### config.mk
export PLATFORM = sky130hd
export DESIGN_NAME = ooo_result_engine
export DESIGN_NICKNAME = d
export VERILOG_FILES = /design/src/rtl/ooo_result_engine.sv
export SDC_FILE = /design/constraint.sdc
export NUM_CORES = 1
export LEC_CHECK = 0
export ABC_AREA = 1
export BUFFER_PORTS_ARGS = -buffer_cell sky130_fd_sc_hd__buf_2
export CORE_MARGIN = 4
export CORE_UTILIZATION = 53
export CTS_CLUSTER_DIAMETER = 40
export CTS_CLUSTER_SIZE = 24
export DETAILED_ROUTE_END_ITERATION = 8
export GPL_ROUTABILITY_DRIVEN = 0
export GPL_TIMING_DRIVEN = 0
export HOLD_SLACK_MARGIN = 0.12
export PLACE_DENSITY = 0.75
export SYNTH_ARGS = -nofsm -noshare
export SYNTH_HDL_FRONTEND = slang
export SYNTH_SLANG_ARGS = --single-unit
### constraint.sdc
create_clock -name clk -period 1.8 [get_ports clk]
set_clock_uncertainty 0.1 [all_clocks]
set_input_delay 0.09 -clock clk [delete_from_list [all_inputs] [get_ports clk]]
set_output_delay 0.09 -clock clk [all_outputs]
set_load 0.03 [all_outputs]
### src/rtl/ooo_result_engine.sv
// Tagged request pool: each request waits out its own latency, then retires through a
// single output register, either out of order (lowest done slot) or in acceptance order.
module ooo_result_engine #(
    parameter int DATA_W   = 4,
    parameter int ID_W     = 4,
    parameter int LAT_W    = 4,
    parameter int SLOTS    = 4,
    parameter int IN_ORDER = 0
) (
    input  logic                       clk,
    input  logic                       rst,
    input  logic                       vld_i,
    output logic                       rdy_o,
    input  logic [ID_W-1:0]            id_i,
    input  logic [DATA_W-1:0]          data_i,
    input  logic [LAT_W-1:0]           lat_i,
    output logic                       vld_o,
    input  logic                       rdy_i,
    output logic [ID_W-1:0]            id_o,
    output logic [DATA_W-1:0]          result_o,
    output logic [$clog2(SLOTS):0]     count_o
);

    localparam int IDX_W = (SLOTS > 1) ? $clog2(SLOTS) : 1;
    localparam int SEQ_W = $clog2(2 * SLOTS);
    localparam int CNT_W = $clog2(SLOTS) + 1;
    localparam logic [SEQ_W-1:0] SEQ_MAX = SEQ_W'(2 * SLOTS - 1);

    logic [SLOTS-1:0]  busy;
    logic [ID_W-1:0]   slot_id  [SLOTS];
    logic [DATA_W-1:0] slot_res [SLOTS];
    logic [LAT_W-1:0]  slot_cnt [SLOTS];
    logic [SEQ_W-1:0]  slot_seq [SLOTS];
    logic [SEQ_W-1:0]  alloc_seq;
    logic [SEQ_W-1:0]  retire_seq;

    logic              alloc_found;
    logic [IDX_W-1:0]  alloc_idx;
    logic              sel_found;
    logic [IDX_W-1:0]  sel_idx;
    logic              accept;
    logic              out_free;
    logic              xfer;
    logic [CNT_W-1:0]  occupancy;

    // Sequence numbers wrap at 2*SLOTS so in-flight seqs stay unique even when SLOTS isn't a power of two.
    function automatic logic [SEQ_W-1:0] seq_inc(input logic [SEQ_W-1:0] s);
        return (s == SEQ_MAX) ? '0 : s + SEQ_W'(1);
    endfunction

    always_comb begin
        alloc_found = 1'b0;
        alloc_idx   = '0;
        for (int i = SLOTS - 1; i >= 0; i--) begin
            if (!busy[i]) begin
                alloc_found = 1'b1;
                alloc_idx   = IDX_W'(i);
            end
        end
    end

    // In-order mode only admits the slot carrying the next retire sequence number.
    always_comb begin
        sel_found = 1'b0;
        sel_idx   = '0;
        for (int i = SLOTS - 1; i >= 0; i--) begin
            if (busy[i] && (slot_cnt[i] == '0) &&
                ((IN_ORDER == 0) || (slot_seq[i] == retire_seq))) begin
                sel_found = 1'b1;
                sel_idx   = IDX_W'(i);
            end
        end
    end

    always_comb begin
        occupancy = CNT_W'(vld_o);
        for (int i = 0; i < SLOTS; i++) begin
            occupancy = occupancy + CNT_W'(busy[i]);
        end
    end

    assign rdy_o    = !rst && alloc_found;
    assign accept   = vld_i && rdy_o;
    assign out_free = !vld_o || rdy_i;
    assign xfer     = out_free && sel_found;
    assign count_o  = occupancy;

    // The accept target is always a free slot and the retire source a busy one, so they never collide.
    always_ff @(posedge clk) begin
        if (rst) begin
            busy       <= '0;
            vld_o      <= 1'b0;
            id_o       <= '0;
            result_o   <= '0;
            alloc_seq  <= '0;
            retire_seq <= '0;
            for (int i = 0; i < SLOTS; i++) begin
                slot_id[i]  <= '0;
                slot_res[i] <= '0;
                slot_cnt[i] <= '0;
                slot_seq[i] <= '0;
            end
        end else begin
            for (int i = 0; i < SLOTS; i++) begin
                if (busy[i] && (slot_cnt[i] != '0)) begin
                    slot_cnt[i] <= slot_cnt[i] - LAT_W'(1);
                end
            end

            if (xfer) begin
                busy[sel_idx] <= 1'b0;
                id_o          <= slot_id[sel_idx];
                result_o      <= slot_res[sel_idx];
                vld_o         <= 1'b1;
                retire_seq    <= seq_inc(retire_seq);
            end else if (out_free) begin
                vld_o <= 1'b0;
            end

            if (accept) begin
                busy[alloc_idx]     <= 1'b1;
                slot_id[alloc_idx]  <= id_i;
                slot_res[alloc_idx] <= data_i + DATA_W'(1);
                slot_cnt[alloc_idx] <= lat_i;
                slot_seq[alloc_idx] <= alloc_seq;
                alloc_seq           <= seq_inc(alloc_seq);
            end
        end
    end

endmodule

## Word level (Yosys, flattened, before mapping)

Memories as Yosys holds them, arrays and structs flattened. A register that Yosys moved wholly into a read port is not among the register bits.
Index checks and enable logic that the tools add are counted.

- Flip-flop bits (word level): 5
- Bits in writable memories: 48
- Logic and storage cells: 104
- Memories kept: 3

- $add $sub $neg: 9
- Order comparisons: 4
- Muxes and demuxes: 52
- Bitwise operators: 7
- Reduce and logical (&&, ||, !) cells: 27

Memories:

| memory | depth | bits a word | rd ports | clocked after Yosys merged registers in | write ports | line | RTL |
|---|---|---|---|---|---|---|---|
| slot_cnt | 4 | 4 | 4 | 0 | 5 | 32 | `logic [LAT_W-1:0] slot_cnt [SLOTS];` |
| slot_id | 4 | 4 | 1 | 1 | 4 | 30 | `logic [ID_W-1:0] slot_id [SLOTS];` |
| slot_res | 4 | 4 | 1 | 1 | 4 | 31 | `logic [DATA_W-1:0] slot_res [SLOTS];` |

Operator list:

| operator | number |
|---|---|
| 4-bit 2-to-1 mux | 9 |
| 1-bit 2-to-1 mux | 31 |
| 2-bit 2-to-1 mux | 10 |
| 4-bit logical NOT | 4 |
| 4-bit nonzero test | 4 |
| 4-bit by 1-bit subtractor with 4-bit output (second input constant) | 4 |
| 1-bit logical AND | 13 |
| 4-bit OR reduction | 2 |
| 3-bit by 1-bit adder with 3-bit output | 2 |
| 2-bit by 3-bit less-than comparator with 1-bit output (second input constant) | 2 |
| 4-bit by 1-bit adder with 4-bit output (second input constant) | 1 |
| 4-bit bitwise AND | 1 |
| 1-bit demux with 2-bit select | 2 |
| 2-bit by 1-bit greater-or-equal comparator with 1-bit output (second input constant) | 2 |
| 4-bit NOT | 1 |
| 1-bit bitwise OR | 4 |
| 4-bit bitwise OR | 1 |
| 2-bit by 1-bit adder with 3-bit output | 1 |
| 1-bit by 1-bit adder with 2-bit output | 1 |
| 1-bit logical NOT | 2 |
| 2-bit nonzero test | 1 |
| 1-bit logical OR | 1 |

## Longest topological paths before layout

- Word-level depth: 16
- Depth in mapped cells: 13

## Least setup slack after synthesis

No wires, ideal clock.

- Kind: flip-flop to output port
- Start: register vld_o
- End: output port count_o[1]
- Arrival time: 1.797 ns
- Required time: 1.610 ns
- Setup slack: -0.187 ns
- Cell stages (with the launch flop): 4
- Path buffers: 0
- Path through: dfxtp_1 -> fa_1 -> fa_1 -> ha_1

- Cells in the longest elaborated chain, start to end: 4

RTL lines:

| what | line | RTL |
|---|---|---|
| start: declaration | 17 | `output logic vld_o,` |
| start signal: assignment | 92 | `vld_o <= 1'b0;` |
| start signal: assignment | 114 | `vld_o <= 1'b1;` |
| start signal: assignment | 117 | `vld_o <= 1'b0;` |
| 1-bit by 1-bit adder with 2-bit output | 78 | `occupancy = occupancy + CNT_W'(busy[i]);` |
| 2-bit by 1-bit adder with 3-bit output | 78 |  |
| 3-bit by 1-bit adder with 3-bit output (2 in a row) | 78 |  |
| end: declaration | 21 | `output logic [$clog2(SLOTS):0] count_o` |

Every way passes these cells.

## Final worst setup path

- Start: register busy[0]
- End: output port count_o[1]

- Cells in the longest elaborated chain, start to end: 4

RTL lines:

| what | line | RTL |
|---|---|---|
| start: declaration | 29 | `logic [SLOTS-1:0] busy;` |
| start signal: assignment | 91 | `busy <= '0;` |
| start signal: indexed assignment | 111 | `busy[sel_idx] <= 1'b0;` |
| start signal: indexed assignment | 121 | `busy[alloc_idx] <= 1'b1;` |
| 1-bit by 1-bit adder with 2-bit output | 78 |  |
| 2-bit by 1-bit adder with 3-bit output | 78 |  |
| 3-bit by 1-bit adder with 3-bit output (2 in a row) | 78 |  |

Every way passes these cells.

==> results.json <==
{
  "status": "finished with violations",
  "violations": "negative setup slack",
  "synth_cell_types": 27,
  "cts_tree": "built",
  "grt_pass1_wl_um": 11600,
  "dpl-instance-area_um2": 3320,
  "period_needed_ns": 2.12,
  "max_stage_delay_ns": 0.47,
  "maxCapViolCount": 0,
  "pwr-share-comb_pct": 14.8,
  "swShare_pct": 26.2,
  "rsz0062_at_grt": "true",
  "async_flop_share_pct": 0,
  "dieArea_um2": 7090,
  "power.density_nw_per_um2": 786,
  "area_delta_synth_final_pct": 36.8,
  "leakage_uw": 0.00173,
  "final.setup.worst_slack_ns": -0.322,
  "drtIter0Drc": 266,
  "timing.rr.end": "slot_cnt[1][2]",
  "antenna_found_initial": 0,
  "fmax_mhz": 471,
  "intPower_uw": 2440,
  "critPathCaptureType": "output pin",
  "synth_area_leader_cell": "edfxtp_1",
  "die_width_um": 84.2,
  "fill_cells": 337,
  "cts_root_buf": "clkbuf_8",
  "initial_core_util_pct": 55.2,
  "gr-usage-all-layers_pct": 20.6,
  "synth.top_cell.area_share_pct": 46.8,
  "endpoint": "count_o[1]",
  "synth_seq_cells": 61,
  "multi_input_area_um2": 1460,
  "antenna_cells": 0,
  "postRouteAntennaNets": 0,
  "firstDrtPassIters": 6,
  "syn_nets": 351,
  "vias": 2704,
  "holdCritStartpoint": "data_i[2]",
  "whs_ns": 0.152,
  "yosysMostFrequentCell": "nor2_1",
  "cp-startpoint": "busy[0]",
  "syn_avg_cell_area_um2": 9.50,
  "worstHoldPathType": "in -> reg",
  "worstPathArrival_ns": 1.93,
  "io_buffers": 27,
  "synth_compound_area_share_pct": 6.54,
  "hpwl_um": 4620,
  "routed_wl_um": 8070,
  "yosysSeqAreaShare_pct": 55.3,
  "yosysWarnings": 0,
  "slew_viol_final": 0,
  "boundaryPins": 29,
  "crit_required_ns": 1.61,
  "synthCells": 324,
  "synth_top_family_by_area": "simple AND/OR/NAND/NOR gates",
  "synth_area_um2": 3080,
  "synth_common_cells": "53 x nor2_1, 49 x nand2_1, 48 x edfxtp_1",
  "detail_route.wl_per_cell_um": 16.8,
  "tns_ns": -0.826,
  "grt_overflow_total": 0,
  "finalHoldViolCount": 0,
  "vias_per_cell": 5.63,
  "start_kind": "register",
  "clk_latency_ns": 0.34,
  "synth_area_leaders": "edfxtp_1 47%, dfxtp_1 8.5%, nor2_1 6.5%, nand2_1 6.0%, nand3_1 5.5%",
  "drc": 0,
  "cts_num_sinks": 61,
  "pre_cts_slack_ns": -0.246,
  "worst_slew_pin_slew_ns": 0.363,
  "synth_edf_count": 48,
  "setup_violations": 15,
  "fin_area_um2": 4210,
  "synthXorXnorAreaFrac_pct": 2.28,
  "fin_util_pct": 75.5,
  "grt_pass1_vias": 2444,
  "crit_chain": "fa_1, fa_2, ha_4, buf_6",
  "grt_max_degree": 12,
  "rrSetupSlack_ns": -0.01,
  "peakVddDrop_mv": 0.483,
  "cts_buffers": 9,
  "cts-htree-levels": 3,
  "relSlewSlack_pct": 75.7,
  "synthFlopType": "edfxtp_1",
  "path_max_fanout": 2,
  "synth_mux_area_share_pct": 0,
  "fp.dieH_um": 84.2,
  "num-nets-final": 430,
  "layout.area.seq_um2": 1710,
  "coreArea_um2": 5570,
  "yosys.area_share.simple_pct": 23.4,
  "fin_crit_sh_pct": 118,
  "power_switching_uw": 869,
  "drive_gt1_share_pct": 37.0,
  "synthAdderAreaFrac_pct": 4.96,
  "path_class": "reg -> out",
  "clockBufferDepth": 2,
  "r2r-start": "busy[0]",
  "pwr-share-seq_pct": 50.0,
  "row_count": 27,
  "path_clk_slew_ns": 0.06,
  "reg2reg_depth": 7,
  "p_clk_share_pct": 35.2,
  "critPathSlowestCell": "fa_1"
}
logic make-up after synthesis:
kind of cell | count (synthesis)
flops | 61
xor+xnor | 8
buf+inv | 53
simple gates | 155
fa+ha+maj | 11
compound gates | 36
what timing repair did:
| action | 4_1_cts | 5_1_grt |
|---|---|---|
| hold buffers | 13 | 0 |
| pin swaps | 5 | 9 |
| endpoints found under the hold margin | 40 | 0 |
| setup buffers | 12 | 13 |
| setup endpoints to repair | 61 | 68 |
| cloned | 1 | 2 |
| resized for setup | 33 | 73 |
power by group through the flow:
stage	Sequential (uW)	Clock [uW]	Combinational, uW
floorplan	1690	0	221
global placement	1670	0	322
detailed placement	1680	0	329
CTS	1650	1170	403
global route	1660	1250	534
finish	1660	1170	490
area by class of cell:
type | count | share of cell area, %
Sequential cell | 61 | 40.7
Multi-Input combinational cell | 212 | 34.7
Timing Repair Buffer | 66 | 11.7
Inverter | 46 | 4.55
Clock buffer | 11 | 3.12
Tap cell | 72 | 2.14
Buffer | 7 | 1.78
Clock inverter | 5 | 1.25
worst min-delay path by stage:
stage,to,cells after the start
floorplan,slot_res[2][0],1
global placement,vld_o,2
detailed placement,vld_o,2
CTS,busy[2],5
global route,slot_res[3][3],4
finish,slot_res[3][3],4
flip-flops by register name, indices dropped and copies added (netlist names):
| register | flops |
|---|---|
| id_o | 4 |
| slot_cnt | 16 |
| busy | 4 |
| slot_res | 16 |
| result_o | 4 |
| vld_o | 1 |
| slot_id | 16 |
layer usage:
layer	wire [um]	global-route usage (%)	up-vias
li1	-	-	1246
met1	3180	28.3	1250
met2	3860	32.4	174
met3	758	4.12	34
met4	271	8.04	0
met5	0	0	-
metrics by stage:
step | instances | total power [uW]
global placement | 423 | 2000
CTS | 465 | 3220
global route | 480 | 3450
detailed placement | 423 | 2010
finish | 480 | 3310
floorplan | 324 | 1910
worst max-delay path, delay by kind of cell, from the launching register on:
| family | cells | cell delay [ns] |
|---|---|---|
| adder cells (fa/ha/maj) | 3 | 1.12 |
| buffers and inverters | 1 | 0.12 |
| flip-flops | 1 | 0.36 |
layout by cell type (no fill, tap or decap), types with 6 or more instances in the layout:
cell            n
nand2_1        38
nand2_2         6
edfxtp_1       48
nand3_1        25
o21ai_0         9
nor2_2         11
nand2_4         8
nand3_2         9
dlygate4sd3_1  13
dfxtp_1         8
nor2_4          9
inv_2          10
a21oi_1        10
inv_1          32
clkbuf_8        9
o22ai_1        15
xnor2_1         6
buf_6          11
nor2_1         39
buf_4          24
buf_2          24
No activity file was read; power rests on OpenSTA's default activity.
